==> src/rtl/core_pkg.sv <==
// Shared constants and types for the integer core control path.
package core_pkg;

  localparam logic [6:0]  OPC_RTYPE   = 7'b0110011;
  localparam logic [6:0]  OPC_ITYPE   = 7'b0010011;
  localparam int unsigned INSTR_BYTES = 4;

  typedef enum logic [2:0] {
    ST_FETCH_REQ  = 3'd0,
    ST_FETCH_WAIT = 3'd1,
    ST_DECODE     = 3'd2,
    ST_EXECUTE    = 3'd3,
    ST_WRITEBACK  = 3'd4,
    ST_TRAP       = 3'd5
  } seq_state_e;

  function automatic logic is_legal_opcode(input logic [6:0] opc);
    return (opc == OPC_RTYPE) || (opc == OPC_ITYPE);
  endfunction

endpackage

==> src/rtl/core_sequencer_pc_reg.sv <==
// Program counter: loads RESET_PC on reset, advances one instruction on inc.
module pc_reg
  import core_pkg::*;
#(
  parameter int unsigned           WORD_SIZE = 32,
  parameter logic [WORD_SIZE-1:0] RESET_PC  = '0
) (
  input  logic                 clk,
  input  logic                 reset,
  input  logic                 inc,
  output logic [WORD_SIZE-1:0] pc
);

  logic [WORD_SIZE-1:0] pc_q;
  logic [WORD_SIZE-1:0] pc_d;

  always_comb begin
    pc_d = pc_q;
    if (inc) begin
      pc_d = pc_q + WORD_SIZE'(INSTR_BYTES);
    end
  end

  always_ff @(posedge clk) begin
    if (reset) begin
      pc_q <= RESET_PC;
    end else begin
      pc_q <= pc_d;
    end
  end

  assign pc = pc_q;

endmodule

==> src/rtl/core_sequencer.sv <==
// Multi-cycle fetch/decode/execute/writeback sequencer owning the IR and PC.
module core_sequencer
  import core_pkg::*;
#(
  parameter int unsigned           WORD_SIZE = 32,
  parameter logic [WORD_SIZE-1:0] RESET_PC  = '0
) (
  input  logic                 clk,
  input  logic                 reset,
  output logic                 imem_req_valid,
  input  logic                 imem_req_ready,
  output logic [WORD_SIZE-1:0] imem_req_addr,
  input  logic                 imem_rsp_valid,
  input  logic [WORD_SIZE-1:0] imem_rsp_data,
  output logic [WORD_SIZE-1:0] instr,
  input  logic [6:0]           opcode,
  input  logic                 stall,
  output logic                 alu_en,
  output logic                 rf_we,
  output logic [WORD_SIZE-1:0] pc,
  output logic                 retire,
  output logic                 trap
);

  seq_state_e           state_q, state_d;
  logic [WORD_SIZE-1:0] ir_q, ir_d;

  always_comb begin
    state_d        = state_q;
    ir_d           = ir_q;
    imem_req_valid = 1'b0;
    alu_en         = 1'b0;
    rf_we          = 1'b0;
    retire         = 1'b0;
    trap           = 1'b0;
    unique case (state_q)
      ST_FETCH_REQ: begin
        imem_req_valid = 1'b1;
        if (imem_req_ready) state_d = ST_FETCH_WAIT;
      end
      // Responses are only captured here, so a same-cycle or aborted-fetch response is dropped.
      ST_FETCH_WAIT: begin
        if (imem_rsp_valid) begin
          ir_d    = imem_rsp_data;
          state_d = ST_DECODE;
        end
      end
      ST_DECODE: begin
        state_d = is_legal_opcode(opcode) ? ST_EXECUTE : ST_TRAP;
      end
      ST_EXECUTE: begin
        alu_en = 1'b1;
        if (!stall) state_d = ST_WRITEBACK;
      end
      ST_WRITEBACK: begin
        rf_we   = 1'b1;
        retire  = 1'b1;
        state_d = ST_FETCH_REQ;
      end
      ST_TRAP: begin
        trap = 1'b1;
      end
      default: state_d = ST_FETCH_REQ;
    endcase
  end

  always_ff @(posedge clk) begin
    if (reset) begin
      state_q <= ST_FETCH_REQ;
      ir_q    <= '0;
    end else begin
      state_q <= state_d;
      ir_q    <= ir_d;
    end
  end

  pc_reg #(
    .WORD_SIZE (WORD_SIZE),
    .RESET_PC  (RESET_PC)
  ) u_pc_reg (
    .clk   (clk),
    .reset (reset),
    .inc   (state_q == ST_WRITEBACK),
    .pc    (pc)
  );

  assign imem_req_addr = pc;
  assign instr         = ir_q;

endmodule
==> config.mk <==
export PLATFORM = sky130hd
export DESIGN_NAME = core_sequencer
export DESIGN_NICKNAME = d
export VERILOG_FILES = /design/src/rtl/core_pkg.sv /design/src/rtl/core_sequencer_pc_reg.sv /design/src/rtl/core_sequencer.sv
export SDC_FILE = /design/constraint.sdc
export NUM_CORES = 1
export LEC_CHECK = 0
export CORE_MARGIN = 2
export CORE_UTILIZATION = 25
export DETAILED_ROUTE_END_ITERATION = 7
export GPL_ROUTABILITY_DRIVEN = 0
export PLACE_DENSITY_LB_ADDON = 0.12
export SETUP_SLACK_MARGIN = 0.2
export SYNTH_ARGS = -nofsm -noshare
export SYNTH_HDL_FRONTEND = slang
export SYNTH_SLANG_ARGS = --single-unit
==> constraint.sdc <==
create_clock -name clk -period 2.4 [get_ports clk]
set_input_delay 0.72 -clock clk [delete_from_list [all_inputs] [get_ports clk]]
set_output_delay 0.72 -clock clk [all_outputs]
set_load 0.01 [all_outputs]
# After elaboration in Yosys (flattened, before gate mapping)
# Index checks and enable logic that the tools add are counted.
# word_totals
reg_bits,67
output_inout_bits,101
input_bits,44
elab_cells,28
# classes
bitwise,1
muxes,9
reduce_logical,4
n_addsub,1
eq_ne,10
# ops
operator,n
32-bit by 3-bit adder with 32-bit output (second input constant),1
3-bit one-hot mux with 5 select lines,1
3-bit two-way mux,4
7-bit by 5-bit equality test with 1-bit output (second input constant),1
7-bit by 6-bit equality test with 1-bit output (second input constant),1
3-bit by 2-bit equality test with 1-bit output (second input constant),2
3-bit equality test (second input constant),2
2-bit != test (second input constant),3
1-bit two-way mux,4
4-bit AND reduction,1
3-bit by 1-bit equality test with 1-bit output (second input constant),1
3-bit logical NOT,1
2-bit AND reduction,1
1-bit logical OR,1
1-bit NOT,1

# Longest topological paths before layout
# Gate-level depths: netlist of run 1.
# depth
ltp_word,4
depth_mapped,7
ltp_nobuf,5

# Hierarchy
# From an unflattened synthesis of run 1, not the netlist that was laid out.
# hier_totals
cells_unflattened,367
hier_area_um2,3081.7
# modules_own_cells
module,cells_each,instances,area_each_um2,seq_area_each_um2
core_sequencer,202,1,1594.0,700.7
pc_reg,165,1,1487.7,600.6

# Worst setup path before layout of run 1
# Ideal clock, no wire load.
# synth_path
path_kind,register to register
start,reg state_q[2]
end,reg u_pc_reg.pc_q[28] (netlist: u_pc_reg.pc[28])
synth_period_minus_slack_ps,2160
n_path_buf,2
path_slack_ps,240
arrival_ps,2040
setup_ps,121
required_ps,2279
stages_incl_launch_ff,7
cell_sequence,dfxtp_1 > buf_4 > or3b_4 > or4_4 > buf_2 > nor3_1 > mux2_2
# synth_via
elab_chain_len,1
# synth_lines
element,line_no,rtl
from (decl),core_sequencer.sv:25,"seq_state_e state_q, state_d;"
from (signal assigned),core_sequencer.sv:72,state_q <= state_d;
3-bit equality test,core_sequencer.sv:83,".inc (state_q == ST_WRITEBACK),"
to (signal assigned),core_sequencer_pc_reg.sv:28,pc_q <= pc_d;
to (decl),core_sequencer_pc_reg.sv:14,logic [WORD_SIZE-1:0] pc_q;
# No other way between the ends.
# A chain may end at the register's enable or synchronous reset.

# Worst setup path after layout of run 1
# layout_path
start,reg state_q[0]
end,out retire
# layout_via
elab_chain_len,2
# layout_lines
element,line_no,rtl
3-bit equality test,core_sequencer.sv:36,unique case (state_q)
1-bit two-way mux,core_sequencer.sv:36,
to (decl),core_sequencer.sv:21,"output logic retire,"
# No other way between the ends.

==> out/metrics.csv, run 1 <==
metric;value;unit
drt total wl;8289;µm
post-synth cell types;35;
Multi-input gate area;1326;µm²
buffers and inverters on the worst path;2;
CP startpoint kind;flip-flop;
failing checks;design-rule violations;
count of pins over their slew limit;0;
placed insts;612;
total number of vias;2792;
Max Root-Sink Buffers;2;
Largest register FFs;32;
clock sink count;65;
Port Buffers;139;
wire length per cell;13.12;µm
core box area;11520;µm²
CP arrival;1.40;ns
layout cells sized above 1;10.43;%
Synth Flop Type;dfxtp_1;
CTS Hold Bufs;0;
top post-synthesis cells by area;dfxtp_1 44%, nand2_1 9.7%, buf_4 9.1%, a21oi_1 8.3%, xnor2_1 2.4%;
placed cell areas;4297;µm²
Seq cells post-synth;65;
power per cell area;561.0;nW/µm²
Clock transition at path regs;0.05;ns
FMAX;0.4716;GHz
CTS buffer count;9;
area of the mapped netlist;2970;µm²
cell taking the most area after synthesis;dfxtp_1;
initial DRC count;121;
Leak;1.575;nW
data required time of the critical path;1.68;ns
I/O pins;145;
fraction of registers with async set/reset;0;%
Worst setup EP type;output pin;
critical path class;flip-flop to output pin;
Synth-to-Final Area Change;56.28;%
share of the synthesized area in the top cell type;43.81;%
CP top delay family;simple AND/OR/NAND/NOR gates;
# DRC;9;
Initial Util;25.79;%
count of final setup violators;0;
Total Neg Setup Slack;0;ns
Max FO, Critical Path;3;
GR Overflow Total;0;
# diodes;0;
slowest stage cell on the critical path;or3b_4;
Mean Syn Cell Area;8.028;µm²
number of synthesized flops with an enable pin;0;
register area;1301;µm²
Final ANT Viol Nets;0;
RSZ-0062 raised after global routing;yes;
vias in the first global route;2489;
synthesized instance count;370;
maximum vdd drop;0.0003096;V
die width;113;µm
latest clock arrival within the worst-skew pair;0.32;ns
Clk Tree Root Cell;clkbuf_16;
post-DP HPWL;5692;µm
outcome;complete, but fails checks;
initial antenna violation count;0;
H-tree depth;3;
Yosys warnings;0;
first-pass GRT wire length;12490;µm
CTS tree;done;
final hold viol count;0;
drt first pass iters;6;
DR vias/cell;4.418;
Worst path max stage delay;0.41;ns
min Tclk post-route;2.121;ns
most instantiated cells after synthesis;77 x nand2_1, 65 x dfxtp_1, 49 x a21oi_1, 36 x buf_4, 18 x clkbuf_1;
filler cell count;1176;
die area;12770;µm²
Hold Crit Class;flip-flop to flip-flop;
die height;113;µm
max cap viols;0;
period utilization;88.36;%
Finished Cell Area;4642;µm²
total power;2.604;mW
Final Instance Count excl. Fillers;632;
most frequent cell after synthesis;nand2_1;
largest net degree at the start of global routing;23;
sequential fraction of the synthesis area;43.81;%
Clock Skews;0.009622;ns
CP Cell Sequence;or3b_4 -> inv_1 -> dlygate4sd2_1;
Fin Hold WS;0.4515;ns
FP Rows;39;
# nets final;529;
gr usage total;12.16;%
==> per-stage QoR <==
stage	setup slack (ns)	util, %
after floorplan	0.2397	-
after global placement	0.2074	37.31
after detailed placement	0.2014	37.31
after CTS	0.1153	39.78
after global routing	0.1945	40.31
final	0.2793	40.31
==> final cells by class <==
class                           count  share of cell area (%)
Inverter                            9                  0.7278
Multi-Input combinational cell    242                   28.57
Timing Repair Buffer              157                   32.72
Tap cell                          143                   3.854
Clock buffer                       11                   5.229
Sequential cell                    65                   28.03
Clock inverter                      5                  0.8625
==> power breakdown <==
group	internal (mW)	leakage, nW	switching [mW]	total, mW
registers	1.11	0.526	0.0136	1.12
clock network	0.732	0.128	0.491	1.22
logic	0.144	0.920	0.115	0.259
total	1.98	1.57	0.620	2.60
==> routing by layer <==
layer	GRT usage, %	vias up	wire (µm)
met5	0	-	0
met2	18.76	82	3827
met4	4.553	0	149
li1	-	1449	-
met3	5.517	12	682
met1	14.90	1249	3629
==> what timing repair did <==
action | 4_1_cts | 5_1_grt
resized for setup | 5 | 9
hold endpoints to repair | 0 | 0
gates cloned | 0 | 1
setup endpoints to repair | 5 | 12
pin swaps | 0 | 4
setup buffers | 1 | 2
==> final timing paths <==
kind	slack, ns	end	cells past startpoint	start
setup / recovery	0.28	retire	3	state_q[0]
hold / removal	0.45	instr[21]	2	instr[21]
setup reg to reg	0.28	u_pc_reg.pc[31]	5	state_q[0]
hold reg to reg	0.45	instr[21]	2	instr[21]
==> logic make-up (layout without fill, tap and decap cells) <==
group / Yosys count / in the layout / synth area share (%)
other cells: 1 / 4 / 0.1262
buf+inv: 67 / 182 / 13.35
simple gates: 154 / 155 / 25.06
mux: 5 / 5 / 1.895
flops: 65 / 65 / 43.81
xor+xnor: 10 / 10 / 2.949
compound gates: 67 / 67 / 12.38
fa+ha+maj: 1 / 1 / 0.4212
==> tightest hold or removal path: cells and delay by family (launching register included) <==
family	cells	cell delay, ns
AO/OA/AOI/OAI	1	0.05
flip-flops	1	0.30
AND/OR/NAND/NOR	1	0.05
==> cell usage in the layout (no fill, tap or decap), types with 2 or more instances in the layout <==
cell / instances
o31ai_1: 6
nor3_1: 11
mux2_2: 5
nand2_1: 77
clkinvlp_4: 3
nand3_1: 7
and4_1: 2
nor2_1: 17
nor2b_1: 5
clkdlybuf4s50_1: 133
clkbuf_16: 9
dlygate4sd2_1: 5
or4_1: 6
xnor2_1: 8
xor2_1: 2
conb_1: 4
and3b_1: 2
nand4_1: 6
or3_1: 8
a21oi_1: 48
dfxtp_1: 65
inv_1: 9
o21ai_0: 7
nor4_1: 2
buf_4: 17
or4_4: 6
Power figures use the tool's default switching activity.
==> run 2, diff against run 1 <==
--- a/config.mk
+++ b/config.mk
@@ -5,7 +5,7 @@
 export SDC_FILE = /design/constraint.sdc
 export NUM_CORES = 1
 export LEC_CHECK = 0
-export CORE_MARGIN = 2
+export CORE_MARGIN = 5
 export CORE_UTILIZATION = 25
 export DETAILED_ROUTE_END_ITERATION = 7
 export GPL_ROUTABILITY_DRIVEN = 0
==> run 2 against run 1 <==
Against the previous run:
- the flow now finishes without violations
- fmax up 0.37%
- critical path type is now flip-flop to flip-flop
- critical path depth up 1
- via count up 1.7%
- critical endpoint is now u_pc_reg.pc[27]
- non-clock buffer count down 2
- largest cell class unchanged
- design area down 1.3%
- total power about the same
- global-route usage up 0.27 points
- clock skew down 0.0028 ns
- sequential cell count unchanged
==> out/metrics.csv, run 2 (same netlist as run 1, synthesis figures left out) <==
metric;value;unit;change
CTS buffer count;9;;unchanged
core box area;11520;µm²;unchanged
count of final setup violators;0;;unchanged
# diodes;0;;unchanged
# DRC;0;;-9
flop2flop setup slack;0.29;ns;about the same
die width;119;µm;+5.3%
max cap viols;0;;unchanged
count of pins over their slew limit;0;;unchanged
RSZ-0062 raised after global routing;no;;
CTS tree;done;;
Clock Skews;0.006784;ns;-0.002838 ns
vias in the first global route;2804;;+13%
H-tree depth;3;;unchanged
final hold viol count;0;;unchanged
data required time of the critical path;2.65;ns;+0.97 ns
Largest register FFs;32;;unchanged
wire length per cell;13.83;µm;+5.4%
power per cell area;568.3;nW/µm²;+1.3%
Initial Util;25.79;%;unchanged
first-pass GRT wire length;14560;µm;+17%
total number of vias;2839;;+1.7%
CTS Hold Bufs;0;;unchanged
die height;119;µm;+5.3%
critical path class;flip-flop to flip-flop;;
Synth-to-Final Area Change;54.17;%;
Clk Tree Root Cell;clkbuf_16;;
switching pwr;645.0;µW;+4.1%
drt total wl;8696;µm;+4.9%
Final ANT Viol Nets;0;;unchanged
latest clock arrival within the worst-skew pair;0.32;ns;about the same
largest net degree at the start of global routing;23;;unchanged
I/O pins;145;;unchanged
FP Rows;39;;unchanged
Sw Share;24.78;%;+0.99 points
Hold Crit Class;flip-flop to flip-flop;;
maximum vdd drop;0.0002910;V;-6.0%
outcome;finished clean;;
CP arrival;2.36;ns;+0.96 ns
Seq pwr share;43.1;%;about the same
die area;14160;µm²;+11%
commonest non-fill, non-tap cell in the layout;clkdlybuf4s50_1;;
layout cells sized above 1;9.877;%;-0.55 points
clock network power share;47.0;%;about the same
initial DRC count;125;;+3.3%
Port Buffers;139;;unchanged
GR Overflow Total;0;;unchanged
drt first pass iters;4;;-2
clock sink count;65;;unchanged
Worst path max stage delay;0.64;ns;+0.23 ns
Worst setup EP type;flip-flop;;
Comb pwr share;9.9;%;about the same
Int Pwr;1.958;mW;-1.4%
Clock transition at path regs;0.06;ns;about the same
min Tclk post-route;2.113;ns;-0.007737 ns
post-DP HPWL;6401;µm;+12%
Fin Hold WS;0.4511;ns;-0.0004110 ns
gr usage total;12.43;%;+0.27 points
period utilization;88.04;%;-0.32 points
DR vias/cell;4.514;;+2.2%
Max FO, Critical Path;12;;+9
slowest stage cell on the critical path;or4_4;;
Leak;1.554;nW;-1.3%
CP Cell Sequence;or3b_4 -> or4_4 -> or4_1 -> a21oi_1;;
FMAX;0.4733;GHz;+0.37%
CP startpoint kind;flip-flop;;
commonest non-fill, non-tap cells in the layout;133 x clkdlybuf4s50_1, 77 x nand2_1, 64 x dfxtp_1;;
# nets final;526;;-0.57%
Total Neg Setup Slack;0;ns;unchanged
initial antenna violation count;0;;unchanged
Max Root-Sink Buffers;2;;unchanged
run 2: cell count changes in the layout (fill, tap and decap cells not counted), sizes merged:
cell	change
buf	-2
clkinv	+2
dlygate4sd2	-2
clkinvlp	-1
inv	+1
or4	-1
run 2: final timing paths:
kind                    from               to  depth (start not counted)
setup reg to reg  state_q[2]  u_pc_reg.pc[27]                          4
hold / removal     instr[28]        instr[28]                          2
setup / recovery  state_q[2]  u_pc_reg.pc[27]                          4
hold reg to reg    instr[28]        instr[28]                          2
run 2: power by group through the flow:
| stage | Clock (mW) | Sequential [mW] | Combinational [mW] |
|---|---|---|---|
| after floorplan | 0 | 1.16 | 0.0957 |
| after global placement | 0 | 1.14 | 0.263 |
| after detailed placement | 0 | 1.15 | 0.264 |
| after CTS | 1.27 | 1.12 | 0.262 |
| after global routing | 1.32 | 1.13 | 0.283 |
| final | 1.22 | 1.12 | 0.257 |
run 2: metrics by stage:
step / power [mW] / setup WS, ns / instance area (µm²) / util (%) / instances
CTS: 2.657 / 0.1773 / 4572 / 39.70 / 628
floorplan: 1.252 / 0.2397 / 2982 / - / 373
finish: 2.603 / 0.2871 / 4579 / 39.77 / 629
global placement: 1.407 / 0.2113 / 4297 / 37.31 / 612
global route: 2.733 / 0.2028 / 4579 / 39.77 / 629
detailed placement: 1.409 / 0.1925 / 4297 / 37.31 / 612
run 2: critical path: cells and delay by family (launching register included):
kind            cells  cell delay, ns
simple gates        3            1.55
flops               1            0.33
compound gates      1            0.16
run 2: routing by layer:
layer / global-route usage (%) / share of wire, % / vias to the layer above
li1: - / - / 1439
met4: 2.824 / 0.75 / 0
met3: 6.540 / 9.1 / 6
met2: 20.52 / 49 / 86
met1: 14.27 / 41 / 1308
met5: 0 / 0 / -
run 2: final cells by class:
class / count / area, µm²
multi-input cells: 241 / 1291
flip-flops and latches: 65 / 1303
clock buffers: 9 / 225.2
fillers: 1203 / 6937
inverters: 9 / 33.78
repair buffers: 155 / 1493
clock inverters: 7 / 55.05
well taps: 143 / 178.9
run 2: what timing repair did:
item                                   in CTS  in global routing
pin swaps                                   0                  1
setup endpoints to repair                   5                 13
endpoints found under the hold margin       0                  0
buffers inserted                            0                  1
resized for setup                           7                  6
==> run 3, diff against run 2 <==
--- a/config.mk
+++ b/config.mk
@@ -8,6 +8,7 @@
 export CORE_MARGIN = 5
 export CORE_UTILIZATION = 25
 export DETAILED_ROUTE_END_ITERATION = 7
+export DONT_BUFFER_PORTS = 1
 export GPL_ROUTABILITY_DRIVEN = 0
 export PLACE_DENSITY_LB_ADDON = 0.12
 export SETUP_SLACK_MARGIN = 0.2
==> run 3 against run 2 <==
Against the previous run:
- wire length shrank 8.2%
- largest power group unchanged
- sequential share of layout area grew 10 points
- largest cell class is now flip-flops and latches
- register-to-register slack gained 0.04 ns
- highest routed layer unchanged
- non-clock buffer count shrank 126
- first-iteration DRC count grew 26%
==> out/metrics.csv, run 3 (same netlist as run 1, synthesis figures left out) <==
metric;value;unit;change
wire length per cell;15.87;µm;+15%
DR vias/cell;4.775;;+5.8%
Max Root-Sink Buffers;2;;unchanged
placed cell areas;3015;µm²;-30%
register area;1303;µm²;unchanged
max cap viols;0;;unchanged
commonest non-fill, non-tap cells in the layout;77 x nand2_1, 64 x dfxtp_1, 49 x a21oi_1;;
clock sink count;65;;unchanged
# DRC;0;;unchanged
drt total wl;7983;µm;-8.2%
Final ANT Viol Nets;0;;unchanged
post-DP HPWL;5555;µm;-13%
post-CTS sizing;1;;-6
total number of vias;2402;;-15%
Clock transition at path regs;0.06;ns;about the same
FP Rows;39;;unchanged
Initial Util;25.79;%;unchanged
Worst setup EP type;output pin;;
Total Neg Setup Slack;0;ns;unchanged
Max transition margin;67.17;%;
drt first pass iters;6;;+2
FMAX;0.4671;GHz;-1.3%
final hold viol count;0;;unchanged
initial antenna violation count;0;;unchanged
maximum vdd drop;0.0004560;V;+57%
Port Buffers;0;;-100%
critical path class;flip-flop to output pin;;
min Tclk post-route;2.141;ns;+0.02796 ns
Synth-to-Final Area Change;14.07;%;
commonest non-fill, non-tap cell in the layout;nand2_1;;
Multi-input gate area;1287;µm²;-0.29%
Clock Skews;0.003114;ns;-0.003670 ns
Clk Tree Root Cell;clkbuf_16;;
CTS buffer count;9;;unchanged
CTS tree;done;;
latest clock arrival within the worst-skew pair;0.34;ns;+0.02 ns
first-pass GRT wire length;12670;µm;-13%
vias in the first global route;2396;;-15%
core box area;11520;µm²;unchanged
power per cell area;834.2;nW/µm²;+47%
layout cells sized above 1;15.83;%;+6.0 points
I/O pins;145;;unchanged
GR Overflow Total;0;;unchanged
Max FO, Critical Path;10;;-2
largest net degree at the start of global routing;71;;+210%
CP arrival;1.42;ns;-0.94 ns
postcts setup bufs;0;;unchanged
die area;14160;µm²;unchanged
die height;119;µm;unchanged
Final WS setup;0.2591;ns;-0.02796 ns
data required time of the critical path;1.68;ns;-0.97 ns
H-tree depth;3;;unchanged
period utilization;89.20;%;+1.2 points
# nets final;400;;-24%
Largest register FFs;32;;unchanged
Hold Crit Class;input pin to flip-flop;;
total power;2.827;mW;+8.6%
count of final setup violators;0;;unchanged
count of pins over their slew limit;0;;unchanged
Finished Cell Area;3388;µm²;-26%
RSZ-0062 raised after global routing;no;;
CTS Hold Bufs;0;;unchanged
actual slew at the worst max-slew pin;0.4862;ns;
outcome;finished clean;;
filler cell count;1250;;+3.9%
die width;119;µm;unchanged
# diodes;0;;unchanged
CP startpoint kind;flip-flop;;
Leak;1.151;nW;-26%
Final Util;29.42;%;-10 points
initial DRC count;157;;+26%
gr usage total;11.45;%;-0.98 points
DP Worst Slack;0.3108;ns;+0.1183 ns
run 3: cell types whose count changed in the layout (fill, tap and decap cells not counted), sizes merged:
| cell | before | now |
|---|---|---|
| clkbuf | 11 | 12 |
| clkdlybuf4s50 | 133 | 0 |
| bufinv | 0 | 3 |
| inv | 11 | 8 |
| buf | 17 | 29 |
| clkinv | 3 | 0 |
| dlygate4sd2 | 3 | 0 |
run 3: cell type report:
| type | count | area share, % |
|---|---|---|
| repair buffers | 29 | 6.425 |
| well taps | 143 | 5.281 |
| clock inverters | 4 | 2.880 |
| multi-input cells | 241 | 38.00 |
| flip-flops and latches | 65 | 38.44 |
| inverters | 9 | 1.108 |
| clock buffers | 12 | 7.866 |
run 3: worst max-delay path: stages, from the launching register on:
cell        delay [ns]
dfxtp_1           0.31
or3b_4            0.42
buf_4             0.19
clkinvlp_4        0.17
run 3: final timing paths:
path / startpoint / endpoint / slack (ns) / cells after the start
setup reg to reg: state_q[0] / u_pc_reg.pc[30] / 0.33 / 4
hold reg to reg: u_pc_reg.pc[3] / u_pc_reg.pc[3] / 0.47 / 2
setup / recovery: state_q[0] / retire / 0.26 / 3
hold / removal: reset / u_pc_reg.pc[23] / 0.45 / 1
run 3: per-layer routing:
metal	vias to the layer above	share of wire (%)	GRT usage [%]
met2	86	46	17.20
met3	18	11	7.393
met5	-	0	0
met1	1106	41	12.46
met4	0	2.6	5.720
li1	1192	-	-
run 3: power breakdown:
group	total, mW	leakage, nW	internal, mW	switching [mW]
clock	1.59	0.175	1.10	0.488
combinational	0.0991	0.450	0.0383	0.0608
sequential	1.14	0.527	1.11	0.0317
run 3: metrics by stage:
step / hold slack, ns / instances
after floorplan: 0.4805 / 373
after CTS: 0.4325 / 503
after detailed placement: 0.4664 / 487
final: 0.4501 / 503
after global routing: 0.4266 / 503
after global placement: 0.4612 / 487
